`src/rtl/stopwatch_ctrl.sv`:
```
`timescale 1ns/1ps
// stopwatch_ctrl
//   Stopwatch sequencer in front of the contadorN millisecond counter.
//   Converts one-cycle StartStop / Lap / Clear pulses into the counter's
//   Enable and Nreset, freezes a lap value on Display and stops the count
//   at MAX_COUNT. All state updates happen on the falling edge of NEclk.
//
// Ports
//   NEclk      in   clock (falling-edge active), 1 ms period
//   Reset      in   asynchronous, active-high; forces IDLE
//   StartStop  in   pulse: start/resume or pause
//   Lap        in   pulse: freeze / unfreeze Display
//   Clear      in   pulse: back to zero (paused or DONE only)
//   count      in   contadorN count value
//   CntEnable  out  contadorN Enable
//   CntNreset  out  contadorN Nreset (0 holds the counter at 0)
//   Display    out  value shown by count2watch
//   Running    out  counting (RUN, LAP_RUN)
//   LapActive  out  lap value frozen on Display (LAP_RUN, LAP_PAUSE)
//   Overflow   out  terminal count reached (DONE)
//
// state     | meaning
// ----------+------------------------------------------------
// IDLE      | counter held at zero, waiting for StartStop
// RUN       | counting, Display follows count
// PAUSE     | count frozen, Display follows count
// LAP_RUN   | counting, Display shows lap_reg
// LAP_PAUSE | count frozen, Display shows lap_reg
// DONE      | MAX_COUNT reached, counter stopped until Clear
module stopwatch_ctrl #(
    parameter int BITS      = 26,
    parameter int MAX_COUNT = 35999999
) (
    input  logic            NEclk,
    input  logic            Reset,
    input  logic            StartStop,
    input  logic            Lap,
    input  logic            Clear,
    input  logic [BITS-1:0] count,
    output logic            CntEnable,
    output logic            CntNreset,
    output logic [BITS-1:0] Display,
    output logic            Running,
    output logic            LapActive,
    output logic            Overflow
);

    typedef enum logic [2:0] {
        S_IDLE,
        S_RUN,
        S_PAUSE,
        S_LAP_RUN,
        S_LAP_PAUSE,
        S_DONE
    } state_t;

    // The counter is still enabled on the edge where it sits at MAX_COUNT-1,
    // so it lands exactly on MAX_COUNT as the controller enters DONE.
    localparam logic [BITS-1:0] TERM = BITS'(MAX_COUNT - 1);

    state_t          state, state_nx;
    logic [BITS-1:0] lap_reg, lap_nx;
    logic            at_term;

    assign at_term = (count == TERM);

    always_ff @(negedge NEclk or posedge Reset) begin
        if (Reset) begin
            state   <= S_IDLE;
            lap_reg <= '0;
        end else begin
            state   <= state_nx;
            lap_reg <= lap_nx;
        end
    end

    // Clear outranks StartStop, which outranks Lap. A Clear that the current
    // state ignores simply falls through to the lower-priority checks.
    always_comb begin
        state_nx = state;
        lap_nx   = lap_reg;
        case (state)
            S_IDLE: begin
                if (StartStop) state_nx = S_RUN;
            end
            S_RUN: begin
                if (at_term) begin
                    state_nx = S_DONE;
                end else if (StartStop) begin
                    state_nx = S_PAUSE;
                end else if (Lap) begin
                    state_nx = S_LAP_RUN;
                    lap_nx   = count;
                end
            end
            S_LAP_RUN: begin
                if (at_term)        state_nx = S_DONE;
                else if (StartStop) state_nx = S_LAP_PAUSE;
                else if (Lap)       state_nx = S_RUN;
            end
            S_PAUSE: begin
                if (Clear)          state_nx = S_IDLE;
                else if (StartStop) state_nx = S_RUN;
            end
            S_LAP_PAUSE: begin
                if (Clear)          state_nx = S_IDLE;
                else if (StartStop) state_nx = S_LAP_RUN;
                else if (Lap)       state_nx = S_PAUSE;
            end
            S_DONE: begin
                if (Clear) state_nx = S_IDLE;
            end
            default: state_nx = S_IDLE;
        endcase
        if (state_nx == S_IDLE) lap_nx = '0;
    end

    // Outputs decode the registered state only, so they move one edge after
    // the pulse that caused the transition.
    assign Running   = (state == S_RUN) || (state == S_LAP_RUN);
    assign LapActive = (state == S_LAP_RUN) || (state == S_LAP_PAUSE);
    assign Overflow  = (state == S_DONE);
    assign CntEnable = Running;
    // Nreset rises together with Enable when leaving IDLE, so the first
    // enabled edge counts from zero; it falls as soon as IDLE is entered.
    assign CntNreset = (state != S_IDLE);
    assign Display   = LapActive ? lap_reg : count;

endmodule

```
`config.mk`:
```
export PLATFORM = sky130hd
export DESIGN_NAME = stopwatch_ctrl
export DESIGN_NICKNAME = d
export VERILOG_FILES = /design/src/rtl/stopwatch_ctrl.sv
export SDC_FILE = /design/constraint.sdc
export NUM_CORES = 1
export LEC_CHECK = 0
export BUFFER_PORTS_ARGS = -buffer_cell sky130_fd_sc_hd__buf_4
export CAP_MARGIN = 25
export CORE_MARGIN = 5
export CORE_UTILIZATION = 50
export DETAILED_ROUTE_END_ITERATION = 16
export PLACE_DENSITY = 0.76
export SLEW_MARGIN = 25
export SYNTH_ARGS = -nofsm -noshare
export SYNTH_HDL_FRONTEND = slang
export SYNTH_SLANG_ARGS = --single-unit
```
`constraint.sdc`:
```
create_clock -name NEclk -period 2.3 [get_ports NEclk]
set_input_delay 0 -clock NEclk [delete_from_list [all_inputs] [get_ports NEclk]]
set_output_delay 0 -clock NEclk [all_outputs]
set_load 0.02 [all_outputs]
```
==> metrics, run 1 <==
status=finished with violations; failing checks=negative setup slack; CTS Sinks=29; DRT Pass-1 Iters=8; top cell type's share of synthesized area=about 30%; cells after synthesis=290; All-Layer GR Usage=32.19%; Worst Skew=8.299 ps; Slew @ Worst Pin=577.0 ps; Die Ht=80.11 um; first-pass GRT wire length=15970 um; Worst Hold Class=input port to output port; most used cells in the layout excluding fill and tap cells=76 x buf_4, 56 x a21oi_1, 38 x buf_6, 29 x dfrtn_1, 27 x inv_1; DIE WIDTH=80.11 um; Crit path buffers/inverters=3; Worst setup EP type=output port; DR iter-0 viols=570; crit-path max FO=8; worst hold-check slack=between 300 and 400 ps; vias=3067; count of different cell masters after synthesis=37; crit-path most repeated cell=buf_12; # rows=25; Avg WL per Cell=22.98 um; Pleak=1.752 nW; Worst EP required=2300 ps; number of global-route vias before repair=3048; Residual DRC=0; TritonCTS clock tree=yes; CP max-delay cell=dfrtn_1; CTS max path bufs=2; CTS root buf=clkbuf_8; largest net degree at the start of global routing=48; area leader, netlist=dfrtn_1; Fillers=251; slew margin rel.=61.54%; Crit path largest cell delay=roughly 500 ps; via density per instance=6.770; syn avg cell area=roughly 8.5 um^2; antenna diode count=0; Core Region=4755 um^2; Area after DPL=3412 um^2; WS Path Type=register to output port; post-synthesis sequential area ratio=between 20% and 30%; max FFs per register=26; worst-path cell chain=nand2b_4, o21ai_4, buf_12, buf_12, mux2_4, buf_6; Worst setup SP type=register; die area=6417 um^2; routability cong.=a little under 0.9; setup TNS=-31360 ps; Data arrival, critical path=2960 ps; flops & latches, synth=29; final hold vios=0; Remaining Overflow, GRT=0; placed cell count=430; mapped cell area=2457 um^2; Pwr Density=about 1200 nW/um^2; Final #Nets=417; pre-CTS setup slack=-747.8 ps; worst skew pair latency=300 ps; Port Buf Inserts=61; CP delay by family, top=flip-flops; Final Non-Filler Cells=453; WL final=10410 um; initial antenna violation count=0; VDD IR max=approximately 1200 uV; max-cap violations=0; Reg clk slew, reported paths=~50 ps; synthesized net count=321; Final Setup Violations=60; number of buffers created by CTS=5; Final ANT Viol Nets=0; Synth-to-Final Area Change=64.26%; Max H-tree Level=2; ranking of synthesized cells by area=dfrtn_1 30%, mux2_2 12%, a21oi_1 11%; Max Slew Vio Count=0; final worst setup slack=-655.4 ps; layout cells sized above 1=55.44%; final instance area=4036 um^2; yosys synthesis warning count=0; RSZ-0062 raised after global routing=true; I/O pin count=62; commonest non-fill, non-tap cell in the layout=buf_4; Starting Density=51.68%; dpl hpwl=5303 um
layer usage:
layer	vias to the layer above	share of wire [%]	GRT usage [%]	wire length, um
li1	1287	-	-	-
met1	1441	36	39.12	3789
met2	266	49	53.89	5074
met3	73	9.2	5.717	955
met4	0	5.7	17.06	589
met5	-	0	0	0
cells in the mapped netlist:
cell	n
nor3b_1	3
nand3_1	14
o21bai_1	1
buf_6	3
nor4_2	1
or4_1	1
nand2b_1	1
mux2_2	26
a22oi_2	19
nor4_1	26
or4_4	1
buf_4	1
o21ai_0	1
dfrtn_1	29
a21oi_1	56
inv_1	30
nand4b_1	2
or4b_1	1
buf_2	2
o2111ai_1	13
or3_1	2
a211oi_1	1
or2_2	1
a22oi_1	7
o21ai_1	1
a31oi_1	1
and3_1	1
nor2_1	2
o32ai_1	1
clkbuf_1	32
inv_2	1
nand2_1	2
a32oi_1	1
o31a_1	1
xnor2_1	1
nand4bb_1	2
o221ai_1	2
per-stage QoR:
step | util, % | power, mW
2_1_floorplan | - | 2.655
3_3_place_gp | 71.76 | 3.355
3_5_place_dp | 71.76 | 3.424
4_1_cts | 84.24 | 4.501
5_1_grt | 84.89 | 4.879
6_report | 84.89 | 4.692
tightest hold or removal path: stages:
cell    delay, ps
buf_4         100
mux2_4        140
buf_6         110
path summary, 6_finish.rpt:
| path | slack [ps] | depth (start not counted) | from | to |
|---|---|---|---|---|
| max | -660 | 6 | state[0] | Display[16] |
| min | 340 | 3 | count[5] | Display[5] |
| max reg2reg | 0 | 9 | state[2] | lap_reg[18] |
| min reg2reg | 700 | 4 | lap_reg[10] | lap_reg[10] |
| max in group asynchronous | 1130 | 3 | Reset | lap_reg[17] |
| min in group asynchronous | 820 | 3 | Reset | lap_reg[2] |
power breakdown:
| part | internal (mW) | leakage (nW) | switching (mW) | total [mW] |
|---|---|---|---|---|
| clock network | 0.238 | 0.0443 | 0.225 | 0.462 |
| registers | 0.718 | 0.393 | 0.132 | 0.850 |
| logic | 1.62 | 1.31 | 1.76 | 3.38 |
cell type report:
type	count	area, um^2	area share (%)
timing repair buffer	127	1279	31.68
clock buffer	7	86.33	2.139
sequential	29	725.7	17.98
tap	67	83.83	2.077
multi-input combinational	192	1743	43.18
inverter	31	118.9	2.945
cells by family (layout without fill, tap and decap cells):
group | after synthesis | count (layout) | synth area share (%)
flip-flops | 29 | 29 | 29.53
AO/OA/AOI/OAI | 105 | 105 | 30.91
XOR/XNOR | 1 | 1 | 0.3565
buffers and inverters | 69 | 165 | 11.71
AND/OR/NAND/NOR | 60 | 60 | 15.58
multiplexers | 26 | 26 | 11.91
repair_timing:
action | CTS | global route
hold buffers | 0 | 0
resized for setup | 73 | 9
gates cloned | 6 | 0
setup buffers | 8 | 6
endpoints found under the hold margin | 0 | 0
endpoints found under the setup margin | 60 | 60
pin swaps | 12 | 4
Power figures use the tool's default switching activity.
==> inputs of run 2 (changes only) <==
==> constraint.sdc (replaced) <==
create_clock -name NEclk -period 2.3 [get_ports NEclk]
set_input_delay 0 -clock NEclk [delete_from_list [all_inputs] [get_ports NEclk]]
set_output_delay 0 -clock NEclk [all_outputs]
set_load 0.1 [all_outputs]
==> run 2 against run 1 <==
Largest cell class unchanged. Core utilization increased by 3.4 points. Sequential share of layout area decreased by 0.69 points. Flip-flop and latch count unchanged. The flow still finishes with violations (negative setup slack). Register-to-register slack improved by 60 ps. Cell area increased by 4.0%.
==> metrics, run 2 (synthesized netlist as in run 1, its figures left out) <==
status=finished with violations; failing checks=negative setup slack; Port Buf Inserts=61 (unchanged); WL final=10660 um (+2.4%); HP Start=count[20]; die area=6417 um^2 (unchanged); vias=3101 (+1.1%); worst skew pair latency=300 ps (about the same); Slew @ Worst Pin=414.6 ps (-162.3 ps); placed cell count=436 (+1.4%); via density per instance=6.876 (+1.6%); Worst Skew=6.057 ps (-2.242 ps); Starting Density=51.68% (unchanged); Final #Nets=414 (-0.72%); endpoint of the worst hold path=Display[20]; largest net degree at the start of global routing=49 (+2.1%); Flop pwr share=13.5% (-4.6 points); Residual DRC=0 (unchanged); Synth-to-Final Area Change=70.82%; first-pass GRT wire length=15100 um (-5.4%); VDD IR max=1403 uV (+20%); number of global-route vias before repair=2942 (-3.5%); Reg clk slew, reported paths=50 ps (about the same); TritonCTS clock tree=yes; Final ANT Viol Nets=0 (unchanged); CTS root buf=clkbuf_8; Worst Hold Class=input port to output port; Pleak=1.781 nW (+1.7%); commonest non-fill, non-tap cell in the layout=buf_4; Reg2Reg Setup Slack=60 ps (+60 ps); Logic pwr share=77.6% (+5.6 points); Pwr Density=1525 nW/um^2 (+31%); reg2reg start=state[0]; Max Slew Vio Count=0 (unchanged); Final Non-Filler Cells=451 (-0.44%); most used cells in the layout excluding fill and tap cells=76 x buf_4, 56 x a21oi_1, 36 x buf_12, 29 x dfrtn_1, 27 x inv_1; Remaining Overflow, GRT=0 (unchanged); Final Setup Violations=60 (unchanged); Reg area=725.7 um^2 (unchanged); I/O pin count=62 (unchanged); crit-path max FO=7 (-1); Die Ht=80.11 um (unchanged); final worst setup slack=-736.3 ps (-80.86 ps); multi-input logic area=1697 um^2 (-2.7%); # rows=25 (unchanged); RSZ-0062 raised after global routing=true; dpl hpwl=5138 um (-3.1%); CTS Sinks=29 (unchanged); All-Layer GR Usage=30.13% (-2.1 points); Data arrival, critical path=3040 ps (+80 ps); CTS max path bufs=2 (unchanged); DR iter-0 viols=414 (-27%); Avg WL per Cell=23.63 um (+2.8%); Worst setup SP type=register; routability cong.=0.8090 (-6.7%); Fillers=223 (-11%); number of buffers created by CTS=5 (unchanged); Core Region=4755 um^2 (unchanged); worst hold stages=3 (unchanged); initial antenna violation count=0 (unchanged); setup TNS=-29300 ps (+2067 ps); max FFs per register=26 (unchanged); Internal Power=2.984 mW (+16%); clock share of power=8.9% (-1.0 points); Max H-tree Level=2 (unchanged); DRT Pass-1 Iters=5 (-3); layout cells sized above 1=54.43% (-1.0 points); Worst setup EP type=output port; final hold vios=0 (unchanged); max-cap violations=0 (unchanged); r2r endpoint=lap_reg[21]; slew margin rel.=72.10% (+11 points); DIE WIDTH=80.11 um (unchanged); switch share=53.39% (+8.3 points); Sw Pwr=3.418 mW (+62%); WS Path Type=register to output port; Worst EP required=2300 ps (about the same); r2r worst-path depth=8 (-1); antenna diode count=0 (unchanged)
[run 2: changes by cell type in the layout (fill, tap and decap cells not counted), sizes merged]
cell / before / now
buf: 127 / 123
bufinv: 0 / 1
clkbuf: 7 / 8
[run 2: per-layer routing]
metal | share of wire, % | track usage (%)
met5 | 0 | 0
met4 | 5.5 | 12.50
met3 | 10 | 5.830
met2 | 48 | 51.90
met1 | 36 | 36.51
[run 2: final cells by class]
type	count	area share (%)
clock buffer	7	2.057
clock inverter	1	0.7153
inverter	31	2.832
multi-input combinational	192	40.42
sequential	29	17.29
tap	67	1.997
timing repair buffer	124	34.69
[run 2: how the worst max path moves through the flow]
stage	startpoint	endpoint	cells after the start
6_report	state[0]	Display[4]	6
5_1_grt	state[0]	Display[4]	6
4_1_cts	state[0]	Display[2]	7
3_5_place_dp	count[8]	lap_reg[2]	6
3_3_place_gp	count[8]	lap_reg[20]	6
2_1_floorplan	count[8]	lap_reg[14]	7
[run 2: worst max-delay path, cell delays in order, from the launching register on]
cell and delay, ps:
dfrtn_1 530, nand2b_4 100, o21ai_4 170, buf_4 170, buf_16 140, mux2_4 320
buf_12 170
[run 2: power groups by stage]
stage	Sequential (mW)	Clock [mW]	Combinational, mW
2_1_floorplan	0.795	0	3.27
3_3_place_gp	0.847	0	3.80
3_5_place_dp	0.855	0	3.84
4_1_cts	0.840	0.565	4.71
5_1_grt	0.885	0.589	5.12
6_report	0.866	0.571	4.97
[run 2: timing repair]
action,CTS,global route
endpoints found under the hold margin,0,0
pin swaps,6,1
resized for setup,113,14
cloned,1,2
endpoints found under the setup margin,60,60
setup buffers,3,2
hold buffers,0,0
[run 2: metrics by stage]
stage	hold WS [ps]	power, mW	utilization, %	instance area [um^2]	setup WS [ps]
after floorplan	320.9	4.064	-	2716	-690.2
after global placement	494.9	4.646	72.66	3455	-692.9
after detailed placement	497.0	4.699	72.66	3455	-738.8
after CTS	406.9	6.111	86.24	4100	-665.5
after global routing	419.9	6.598	88.29	4198	-759.5
final	410.3	6.402	88.29	4198	-736.3
==> inputs of run 3 (changes only) <==
--- a/config.mk
+++ b/config.mk
@@ -10,6 +10,7 @@
 export CORE_MARGIN = 5
 export CORE_UTILIZATION = 50
 export DETAILED_ROUTE_END_ITERATION = 16
+export MAX_ROUTING_LAYER = met4
 export PLACE_DENSITY = 0.76
 export SLEW_MARGIN = 25
 export SYNTH_ARGS = -nofsm -noshare
==> constraint.sdc (replaced) <==
create_clock -name NEclk -period 2.3 [get_ports NEclk]
set_input_delay 0 -clock NEclk [delete_from_list [all_inputs] [get_ports NEclk]]
set_output_delay 0 -clock NEclk [all_outputs]
set_load 0.02 [all_outputs]
==> run 3 against run 2 <==
The run still ends with negative setup slack left. Total power down 27%. Clock skew up 1.3 ps. Critical path depth stayed put. Clock power decreased by 21%. Flip-flop and latch count unchanged. Combinational power fell by 32%.
==> metrics, run 3 (synthesized netlist as in run 1, its figures left out) <==
VDD IR max=1159 uV (-17%); Remaining Overflow, GRT=0 (unchanged); status=finished with violations; r2r worst-path depth=9 (+1); number of global-route vias before repair=3070 (+4.4%); I/O pin count=62 (unchanged); Max Slew Vio Count=0 (unchanged); Core Region=4755 um^2 (unchanged); CTS Sinks=29 (unchanged); Data arrival, critical path=2950 ps (-90 ps); most used cells in the layout excluding fill and tap cells=76 x buf_4, 56 x a21oi_1, 38 x buf_6, 29 x dfrtn_1, 27 x inv_1; initial antenna violation count=0 (unchanged); # rows=25 (unchanged); via density per instance=6.810 (-0.96%); Max H-tree Level=2 (unchanged); reg2reg start=state[2]; Final Non-Filler Cells=453 (+0.44%); Pleak=1.752 nW (-1.6%); DRT Pass-1 Iters=5 (unchanged); Final Setup Violations=60 (unchanged); vias=3085 (-0.52%); Final #Nets=417 (+0.72%); crit-path most repeated cell=buf_12; Worst EP required=2300 ps (about the same); die area=6417 um^2 (unchanged); r2r endpoint=lap_reg[18]; commonest non-fill, non-tap cell in the layout=buf_4; final hold vios=0 (unchanged); failing checks=negative setup slack; TritonCTS clock tree=yes; routability cong.=0.8816 (+9.0%); placed cell count=430 (-1.4%); Worst setup SP type=register; first-pass GRT wire length=15940 um (+5.6%); CP max-delay cell=dfrtn_1; Crit path buffers/inverters=3 (unchanged); Pwr Density=1160 nW/um^2 (-24%); Reg2Reg Setup Slack=0 ps (-60 ps); Crit path largest cell delay=510 ps (-20 ps); endpoint of the worst hold path=Display[5]; DR iter-0 viols=576 (+39%); worst-path cell chain=nand2b_4, o21ai_4, buf_12, buf_12, mux2_4, buf_6; Final ANT Viol Nets=0 (unchanged); Area after DPL=3412 um^2 (-1.2%); largest net degree at the start of global routing=48 (-2.0%); CTS root buf=clkbuf_8; dpl hpwl=5303 um (+3.2%); Synth-to-Final Area Change=64.26%; Die Ht=80.11 um (unchanged); Post-CTS Hold Buffers=0 (unchanged); layout cells sized above 1=55.44% (+1.0 points); Reg clk slew, reported paths=50 ps (about the same); worst hold stages=3 (unchanged); All-Layer GR Usage=32.95% (+2.8 points); Avg WL per Cell=22.96 um (-2.8%); CTS max path bufs=2 (unchanged); final worst setup slack=-651.5 ps (+84.73 ps); WL final=10400 um (-2.4%); slew margin rel.=60.56% (-12 points); DIE WIDTH=80.11 um (unchanged); Residual DRC=0 (unchanged); Worst Hold Class=input port to output port; number of buffers created by CTS=5 (unchanged); Starting Density=51.68% (unchanged); CP delay by family, top=flip-flops; max-cap violations=0 (unchanged); worst skew pair latency=300 ps (about the same); antenna diode count=0 (unchanged); Port Buf Inserts=61 (unchanged); max FFs per register=26 (unchanged); Worst Skew=7.390 ps (+1.333 ps); final instance area=4036 um^2 (-3.8%); HP Start=count[5]; RSZ-0062 raised after global routing=true; crit-path max FO=8 (+1); Slew @ Worst Pin=591.5 ps (+176.9 ps); Worst setup EP type=output port; WS Path Type=register to output port
-- run 3: worst reg2reg max path, cell delays in order, from the launching register on --
cell	delay, ps
dfrtn_1	460
nand2b_4	160
buf_4	140
inv_4	50
buf_4	130
buf_4	300
a32oi_1	350
o31a_4	290
buf_6	170
a22oi_2	80
-- run 3: cell type report --
| cell class | instances | area, um^2 |
|---|---|---|
| Multi-Input combinational cell | 192 | 1743 |
| Fill cell | 251 | 718.2 |
| Sequential cell | 29 | 725.7 |
| Tap cell | 67 | 83.83 |
| Inverter | 31 | 118.9 |
| Clock buffer | 7 | 86.33 |
| Timing Repair Buffer | 127 | 1279 |
-- run 3: worst max path at each step --
| stage | from | cells after the start | slack [ps] | endpoint |
|---|---|---|---|---|
| final | state[0] | 6 | -650 | Display[18] |
| after global routing | state[0] | 6 | -690 | Display[16] |
| after CTS | state[0] | 6 | -620 | Display[16] |
| after detailed placement | count[8] | 6 | -750 | lap_reg[3] |
| after global placement | count[8] | 6 | -690 | lap_reg[16] |
| after floorplan | count[8] | 7 | -690 | lap_reg[14] |
-- run 3: metal layers --
metal | GRT usage, % | vias up | share of wire (%)
met1 | 39.05 | 1438 | 36
met3 | 5.605 | 79 | 10
met5 | - | - | 0
met2 | 53.39 | 277 | 48
met4 | 17.74 | 0 | 6.4
li1 | - | 1291 | -
-- run 3: repair_timing --
item | CTS | global route
gates resized for setup | 73 | 9
endpoints found under the setup margin | 60 | 60
gates cloned | 6 | 0
setup buffers | 8 | 6
pin swaps | 12 | 4
-- run 3: metrics by stage --
stage	hold slack [ps]	worst slack [ps]	setup TNS, ps	util, %	power [mW]
6_report	350.4	-651.5	-31500	84.89	4.682
5_1_grt	352.3	-687.1	-33220	84.89	4.873
4_1_cts	342.2	-623.3	-28860	84.24	4.501
3_5_place_dp	353.0	-747.8	-27940	71.76	3.424
3_3_place_gp	349.7	-694.5	-27060	71.76	3.355
2_1_floorplan	160.2	-690.2	-27240	-	2.655
-- run 3: where the power goes --
group          internal (mW)  total, mW  switching (mW)
clock network          0.238      0.453           0.215
registers              0.718      0.851           0.132
logic                   1.62       3.38            1.76
